[config.mk]
export PLATFORM = sky130hd
export DESIGN_NAME = qeciphy_rx_lock_monitor
export DESIGN_NICKNAME = d
export VERILOG_FILES = /design/src/rtl/qeciphy_pkg.sv /design/src/rtl/qeciphy_rx_lock_monitor.sv
export SDC_FILE = /design/constraint.sdc
export NUM_CORES = 1
export LEC_CHECK = 0
export CAP_MARGIN = 20
export CORE_AREA = 3 3 64 66
export DETAILED_ROUTE_END_ITERATION = 8
export DIE_AREA = 0 0 67 69
export DONT_BUFFER_PORTS = 1
export PLACE_DENSITY_LB_ADDON = 0.2
export SLEW_MARGIN = 20
export SYNTH_ARGS = -nofsm -noshare
export SYNTH_HDL_FRONTEND = slang
export SYNTH_SLANG_ARGS = --single-unit
[constraint.sdc]
create_clock -name clk_i -period 4.55 [get_ports clk_i]
set_input_delay 0.6825 -clock clk_i [delete_from_list [all_inputs] [get_ports clk_i]]
set_output_delay 0.6825 -clock clk_i [all_outputs]
set_load 0.01 [all_outputs]
[src/rtl/qeciphy_pkg.sv]
`default_nettype none
// ============================================================================
// Module      : qeciphy_pkg
// Description : Shared QECIPHY constants and types. Defines the RX training
//               word layout, which the TX framer also uses. Also defines the
//               RX lock monitor state encoding and a training-word matcher.
// Revision    : 1.0 - initial release
// ============================================================================
package qeciphy_pkg;

    // Training word layout: [63:8] magic, [7:1] zero pad, [0] sender ready.
    localparam logic [55:0] c_TRAIN_MAGIC   = 56'hA5C3_5A3C_96E1_0F;
    localparam int          c_MAGIC_MSB     = 63;
    localparam int          c_MAGIC_LSB     = 8;
    localparam int          c_PAD_MSB       = 7;
    localparam int          c_PAD_LSB       = 1;
    localparam int          c_RDY_FLAG_BIT  = 0;

    typedef enum logic [2:0] {
        RX_DISABLED     = 3'd0,
        RX_HUNT         = 3'd1,
        RX_LOCKED       = 3'd2,
        RX_REMOTE_READY = 3'd3,
        RX_FAULT        = 3'd4
    } rx_lock_state_t;

    // True when the word carries the training magic and a clean pad field.
    // The ready flag is deliberately ignored here.
    function automatic logic is_train_word(input logic [63:0] word);
        return (word[c_MAGIC_MSB:c_MAGIC_LSB] == c_TRAIN_MAGIC) &&
               (word[c_PAD_MSB:c_PAD_LSB] == '0);
    endfunction

endpackage
`default_nettype wire

[src/rtl/qeciphy_rx_lock_monitor.sv]
`default_nettype none
// ============================================================================
// Module      : qeciphy_rx_lock_monitor
// Description : RX link-training monitor. It hunts for consecutive training
//               words and asserts local lock. It then waits for the remote
//               ready flag and asserts remote ready. It raises a sticky fatal
//               fault on training timeout or on repeated corrupt words.
// Ports       : clk_i, rst_i (sync, active-high)
//               rx_enable_i          - RX enable from controller
//               rx_tdata_i/tvalid_i  - aligned 64-bit RX word stream
//               rx_ready_o           - local RX lock
//               remote_rx_ready_o    - remote side reports RX locked
//               fault_fatal_o        - sticky fatal fault
//               state_o              - FSM state encoding
// Revision    : 1.0 - initial release
// ============================================================================
module qeciphy_rx_lock_monitor
    import qeciphy_pkg::*;
#(
    parameter int LOCK_COUNT     = 8,
    parameter int REMOTE_COUNT   = 4,
    parameter int MAX_ERRORS     = 3,
    parameter int TIMEOUT_CYCLES = 65536
) (
    input  logic        clk_i,
    input  logic        rst_i,
    input  logic        rx_enable_i,
    input  logic [63:0] rx_tdata_i,
    input  logic        rx_tvalid_i,
    output logic        rx_ready_o,
    output logic        remote_rx_ready_o,
    output logic        fault_fatal_o,
    output logic [2:0]  state_o
);

    localparam int c_LOCK_W = $clog2(LOCK_COUNT + 1);
    localparam int c_REM_W  = $clog2(REMOTE_COUNT + 1);
    localparam int c_ERR_W  = $clog2(MAX_ERRORS + 1);
    localparam int c_TMO_W  = $clog2(TIMEOUT_CYCLES + 1);

    // Counter values that, combined with one more event, complete a goal.
    localparam logic [c_LOCK_W-1:0] c_LOCK_LAST = c_LOCK_W'(LOCK_COUNT - 1);
    localparam logic [c_REM_W-1:0]  c_REM_LAST  = c_REM_W'(REMOTE_COUNT - 1);
    localparam logic [c_ERR_W-1:0]  c_ERR_LAST  = c_ERR_W'(MAX_ERRORS - 1);
    localparam logic [c_TMO_W-1:0]  c_TMO_LAST  = c_TMO_W'(TIMEOUT_CYCLES - 1);

    rx_lock_state_t      r_state;
    logic [c_LOCK_W-1:0] r_lock_cnt;
    logic [c_REM_W-1:0]  r_rem_cnt;
    logic [c_ERR_W-1:0]  r_err_cnt;
    logic [c_TMO_W-1:0]  r_tmo_cnt;

    logic w_match;
    logic w_good;
    logic w_bad;
    logic w_flag;
    logic w_tmo_expired;

    assign w_match       = is_train_word(rx_tdata_i);
    assign w_good        = rx_tvalid_i &&  w_match;
    assign w_bad         = rx_tvalid_i && !w_match;
    assign w_flag        = rx_tdata_i[c_RDY_FLAG_BIT];
    assign w_tmo_expired = (r_tmo_cnt == c_TMO_LAST);

    always_ff @(posedge clk_i) begin
        if (rst_i) begin
            r_state    <= RX_DISABLED;
            r_lock_cnt <= '0;
            r_rem_cnt  <= '0;
            r_err_cnt  <= '0;
            r_tmo_cnt  <= '0;
        end else if (r_state == RX_FAULT) begin
            // Sticky until reset, regardless of enable.
            r_state <= RX_FAULT;
        end else if (!rx_enable_i) begin
            r_state    <= RX_DISABLED;
            r_lock_cnt <= '0;
            r_rem_cnt  <= '0;
            r_err_cnt  <= '0;
            r_tmo_cnt  <= '0;
        end else begin
            case (r_state)
                RX_DISABLED: begin
                    r_state    <= RX_HUNT;
                    r_tmo_cnt  <= '0;
                    r_lock_cnt <= '0;
                end
                RX_HUNT: begin
                    if (!w_tmo_expired) r_tmo_cnt <= r_tmo_cnt + 1'b1;
                    if (w_good) begin
                        if (r_lock_cnt != c_LOCK_W'(LOCK_COUNT))
                            r_lock_cnt <= r_lock_cnt + 1'b1;
                    end else if (w_bad) begin
                        r_lock_cnt <= '0;
                    end
                    // A lock-completing word wins over an expiring timeout.
                    if (w_good && (r_lock_cnt == c_LOCK_LAST))
                        r_state <= RX_LOCKED;
                    else if (w_tmo_expired)
                        r_state <= RX_FAULT;
                end
                RX_LOCKED: begin
                    if (!w_tmo_expired) r_tmo_cnt <= r_tmo_cnt + 1'b1;
                    if (w_good) begin
                        r_err_cnt <= '0;
                        if (w_flag) begin
                            if (r_rem_cnt != c_REM_W'(REMOTE_COUNT))
                                r_rem_cnt <= r_rem_cnt + 1'b1;
                        end else begin
                            r_rem_cnt <= '0;
                        end
                    end else if (w_bad) begin
                        r_rem_cnt <= '0;
                        if (r_err_cnt != c_ERR_W'(MAX_ERRORS))
                            r_err_cnt <= r_err_cnt + 1'b1;
                    end
                    if (w_good && w_flag && (r_rem_cnt == c_REM_LAST))
                        r_state <= RX_REMOTE_READY;
                    else if (w_bad && (r_err_cnt == c_ERR_LAST))
                        r_state <= RX_FAULT;
                    else if (w_tmo_expired)
                        r_state <= RX_FAULT;
                end
                RX_REMOTE_READY: begin
                    // Remote may now send user data; stop checking words.
                    r_state <= RX_REMOTE_READY;
                end
                default: begin
                    r_state <= RX_DISABLED;
                end
            endcase
        end
    end

    assign rx_ready_o        = (r_state == RX_LOCKED) || (r_state == RX_REMOTE_READY);
    assign remote_rx_ready_o = (r_state == RX_REMOTE_READY);
    assign fault_fatal_o     = (r_state == RX_FAULT);
    assign state_o           = r_state;

endmodule
`default_nettype wire

Word level (Yosys, flattened, before mapping):

Index checks and enable logic that the tools add are counted.

* register bits after elaboration: 29
* logic and storage cells: 76

* multiplexer cells: 26
* bitwise logic cells: 2
* equal/unequal tests: 21
* add/subtract/negate cells: 4
* reductions and logical operators: 17

Operator list (number)
* == test 56 bit (second input constant): 1
* two-way mux 3 bit: 12
* two-way mux 17 bit: 2
* one-hot mux 17 bit (2 select lines): 1
* adder 17 x 1 -> 17 bit (second input constant): 1
* == test 17 x 16 -> 1 bit (second input constant): 1
* two-way mux 4 bit: 4
* inequality test 4 bit (second input constant): 3
* one-hot mux 3 bit (4 select lines): 1
* AND reduction 4 bit: 3
* two-way mux 2 bit: 5
* == test 3 x 2 -> 1 bit (second input constant): 3
* inequality test 3 x 1 -> 1 bit (second input constant): 3
* one-hot mux 4 bit (2 select lines): 1
* logical AND 1 bit: 7
* logical NOT 7 bit: 1
* inequality test 3 bit (second input constant): 2
* adder 4 x 1 -> 4 bit (second input constant): 1
* == test 4 x 3 -> 1 bit (second input constant): 1
* inequality test 4 x 3 -> 1 bit (second input constant): 1
* adder 3 x 1 -> 3 bit (second input constant): 1
* == test 3 x 1 -> 1 bit (second input constant): 1
* == test 3 bit (second input constant): 1
* logical NOT 3 bit: 1
* other kinds (11): 12

Depth between registers and ports, before layout:

* depth after elaboration: 10
* gate-level depth with buffers: 11
* depth with buffers taken out: 10

Least setup slack after synthesis:

Ideal clock, no wire load.

* path type: reg2reg
* from: reg r_tmo_cnt[8]
* to: reg r_tmo_cnt[14]
* arrival time: 2305 ps
* path slack: 2176 ps
* required time: 4480 ps
* path buffers: 0
* clock period less this slack: 2374 ps
* setup time: 70 ps
* stages on the path, launching flop included: 11
* path through: dfxtp_1 and4_1 nand4_1 nor2_1 and4_1 ha_1 maj3_2 o21ai_4 nand3_2 or4_1 a21oi_1

* longest elaborated chain between the ends: 4

Ends and longest elaborated chain
* start, declared: RTL line qeciphy_rx_lock_monitor.sv:51 `logic [c_TMO_W-1:0] r_tmo_cnt;`
* start signal, assigned: RTL line qeciphy_rx_lock_monitor.sv:89 `if (!w_tmo_expired) r_tmo_cnt <= r_tmo_cnt + 1'b1;`
* start signal, assigned: RTL line qeciphy_rx_lock_monitor.sv:103 `if (!w_tmo_expired) r_tmo_cnt <= r_tmo_cnt + 1'b1;`
* adder 17 x 1 -> 17 bit: RTL line qeciphy_rx_lock_monitor.sv:89, qeciphy_rx_lock_monitor.sv:103
* two-way mux 17 bit: RTL line qeciphy_rx_lock_monitor.sv:89, qeciphy_rx_lock_monitor.sv:103
* one-hot mux 17 bit (2 select lines): RTL line qeciphy_rx_lock_monitor.sv:82 `case (r_state)`
* two-way mux 17 bit: RTL line qeciphy_rx_lock_monitor.sv:75 `end else if (!rx_enable_i) begin`

Several ways; a longest one is shown, not always the timed one. The select of a mux whose other input is x is not followed.
A chain may end at the register's enable or synchronous reset.

Final worst setup path:

* from: reg r_tmo_cnt[7]
* to: reg r_tmo_cnt[7]

Same word-level chain as after synthesis.

==> run metrics <==
postcts setup bufs=0; Avg WL per Cell=16.8 um; maximum clock rate=379 MHz; CORE AREA=roughly 0.0036 mm2; placed cells=293; final setup fails=0; ys async rst share=0; synth top area cells=dfxtp_1 28%, nor4bb_1 5.7%, ha_1 5.4%; Post-CTS Resized=0; Synth Instances=254; met3 routed wirelength=436 um; Top Layer Used=met4; final wirelength=around 5 mm; share of cells above drive strength 1=0.0553; vias in the first global route=1799; Vias=1951; Mapped Avg Cell Area=8.23 um2; Iter 0 DRT Violations=73; CTS tree=done; Pleak=0.000726 uW; Crit. End Element=flip-flop; hold buffer count at cts=0; die height=between 60 and 70 um; max_slew headroom=0.320; CP endpoint=r_tmo_cnt[7]; M1 wire length=2.16 mm; Synth top cells by count=29 x dfxtp_1, 29 x nor2_1, 17 x inv_1, 17 x nand4_1, 16 x nand2_1; Die ar.=0.00462 mm2; hold wc startpoint=rst_i; first-pass GRT wire length=8.07 mm; Layout Nets=approximately 330; worst setup path category=reg -> reg; H-tree levels=2; outcome=finished, final reports clean; Arr. time, crit path=2.79 ns; Ys Warns=0; fin crit share=0.580; Initial Util=0.575; diode count=0; CTS sink cnt=29; global-route usage over all layers=0.219; multi-input logic area=0.00140 mm2; root buffer cell=clkbuf_8; sequential fraction of the synthesis area=0.278; Met2 Routed Length=about 2.4 mm; Post-synth top flop=dfxtp_1; gr ovfl total=0; CTS clk-pin slew, worst paths=0.06 ns; Boundary Pins=74; Max Cap Violations=0; initial antenna violation count=0; min-delay worst type=in -> reg; clock buffer depth=2; Synth area leader=dfxtp_1; register area=approximately 580 um2; FF-to-FF Start=r_tmo_cnt[7]; Die W=between 60 and 70 um; Tmin final=between 2 and 3 ns; # fillers=314; slew at the pin closest to its max-slew limit=1.01 ns; Crit Path Max Fanout=9; cells on worst reg2reg path=10; Post-DP HPWL=4.00 mm; worst skew pair latency=0.28 ns; WP data required=4.70 ns; GPL Wtd Cong=0.810; sum of negative setup slack=0 ns; Slew Viols, Final=0; CTS buffer count=5; DRC Markers=0; DRT antenna net count=0; post-synth top area share=0.278; fin worst setup slack=1.91 ns; Clock Skew=0.00405 ns; Peak supply drop=about 0.22 mV; row count=22; Post-Syn Nets=331; Place WS=approximately 1.9 ns; EDFF count, synth=0; final instance area=0.00222 mm2; Port Buffer Count=0; Final Hold Vio Count=0; RSZ-0062 raised after global routing=false; Worst setup SP type=flip-flop; Vias per Instance=6.48; Netlist Area Pre-Place=0.00209 mm2; Critical Path Start=r_tmo_cnt[7]; largest net degree at the start of global routing=18; r2r endpoint=r_tmo_cnt[7]; reg2reg setup slack=~1.9 ns; pwr/cell area=254 mW/mm2; Detailed Routing Iterations Pass 1=4; Finished Layout Cells=301; number of distinct library cells after synthesis=51; post-layout util=0.611; Placement Cell Area=0.00210 mm2; number of synthesized register bits=29; Area Overhead vs Synth=6.23%
-- worst max-delay path, stage by stage (launching register included) --
cell and delay, ns:
dfxtp_1 0.34, and4_1 0.22, nand4_1 0.15, nor2_1 0.09, and4_1 0.20, ha_1 0.24
maj3_2 0.36, o21a_1 0.30, nor4_1 0.38, xnor2_1 0.17, nor2_1 0.06
-- metal layers --
layer | up-vias | GRT usage
met5 | - | 0
met4 | 0 | 0.0676
met3 | 7 | 0.0407
met2 | 82 | 0.357
met1 | 902 | 0.287
li1 | 960 | -
-- power by group --
group / switching, uW / internal (uW)
Sequential: 4.51 / 255
Clock: 98.0 / 178
Combinational: 13.4 / 15.1
Total: 116 / 448
-- stage by stage --
stage	hold WS, ns	total power (uW)
2_1_floorplan	0.449	291
3_3_place_gp	0.458	293
3_5_place_dp	0.461	293
4_1_cts	0.461	569
5_1_grt	0.456	583
6_report	0.466	564
-- sequential cells by signal (all words and copies together), names as in the netlist --
| register | count |
|---|---|
| r_err_cnt | 2 |
| r_lock_cnt | 4 |
| r_rem_cnt | 3 |
| r_tmo_cnt | 17 |
| state_o | 3 |
-- area by class of cell --
| type | count | share of cell area |
|---|---|---|
| Sequential cell | 29 | 0.262 |
| Clock inverter | 1 | 0.0135 |
| Multi-Input combinational cell | 199 | 0.630 |
| Inverter | 17 | 0.0287 |
| Tap cell | 48 | 0.0271 |
| Clock buffer | 7 | 0.0389 |
-- kinds of logic after synthesis --
logic type,synth area share
buffers and inverters,0.0527
xor gates and xnor gates,0.0545
DFF,0.278
adders and majority gates,0.0593
and+or+nand+nor,0.413
muxes,0.00958
AOI/OAI and AO/OA,0.133
-- cells in the final DEF, fill, tap and decap left out, types with 3 or more instances in the layout --
master / instances
a211o_1: 3
a21oi_1: 8
a31oi_1: 3
and2_1: 3
and4b_1: 7
clkbuf_8: 6
dfxtp_1: 29
ha_1: 9
inv_1: 17
nand2_1: 16
nand3_1: 9
nand4_1: 17
nor2_1: 29
nor3_1: 8
nor4_1: 6
nor4b_1: 10
nor4bb_1: 12
o211ai_1: 3
o21ai_0: 3
o31ai_1: 3
xnor2_1: 7
xor2_1: 6
-- worst min-delay path by stage --
stage               endpoint  slack (ns)  cells past startpoint
2_1_floorplan   r_rem_cnt[1]        0.45                      2
3_3_place_gp    r_rem_cnt[1]        0.46                      2
3_5_place_dp    r_rem_cnt[1]        0.46                      2
4_1_cts         r_rem_cnt[1]        0.46                      1
5_1_grt        r_lock_cnt[3]        0.46                      1
6_report        r_rem_cnt[1]        0.47                      1
No activity file was read; power rests on OpenSTA's default activity.
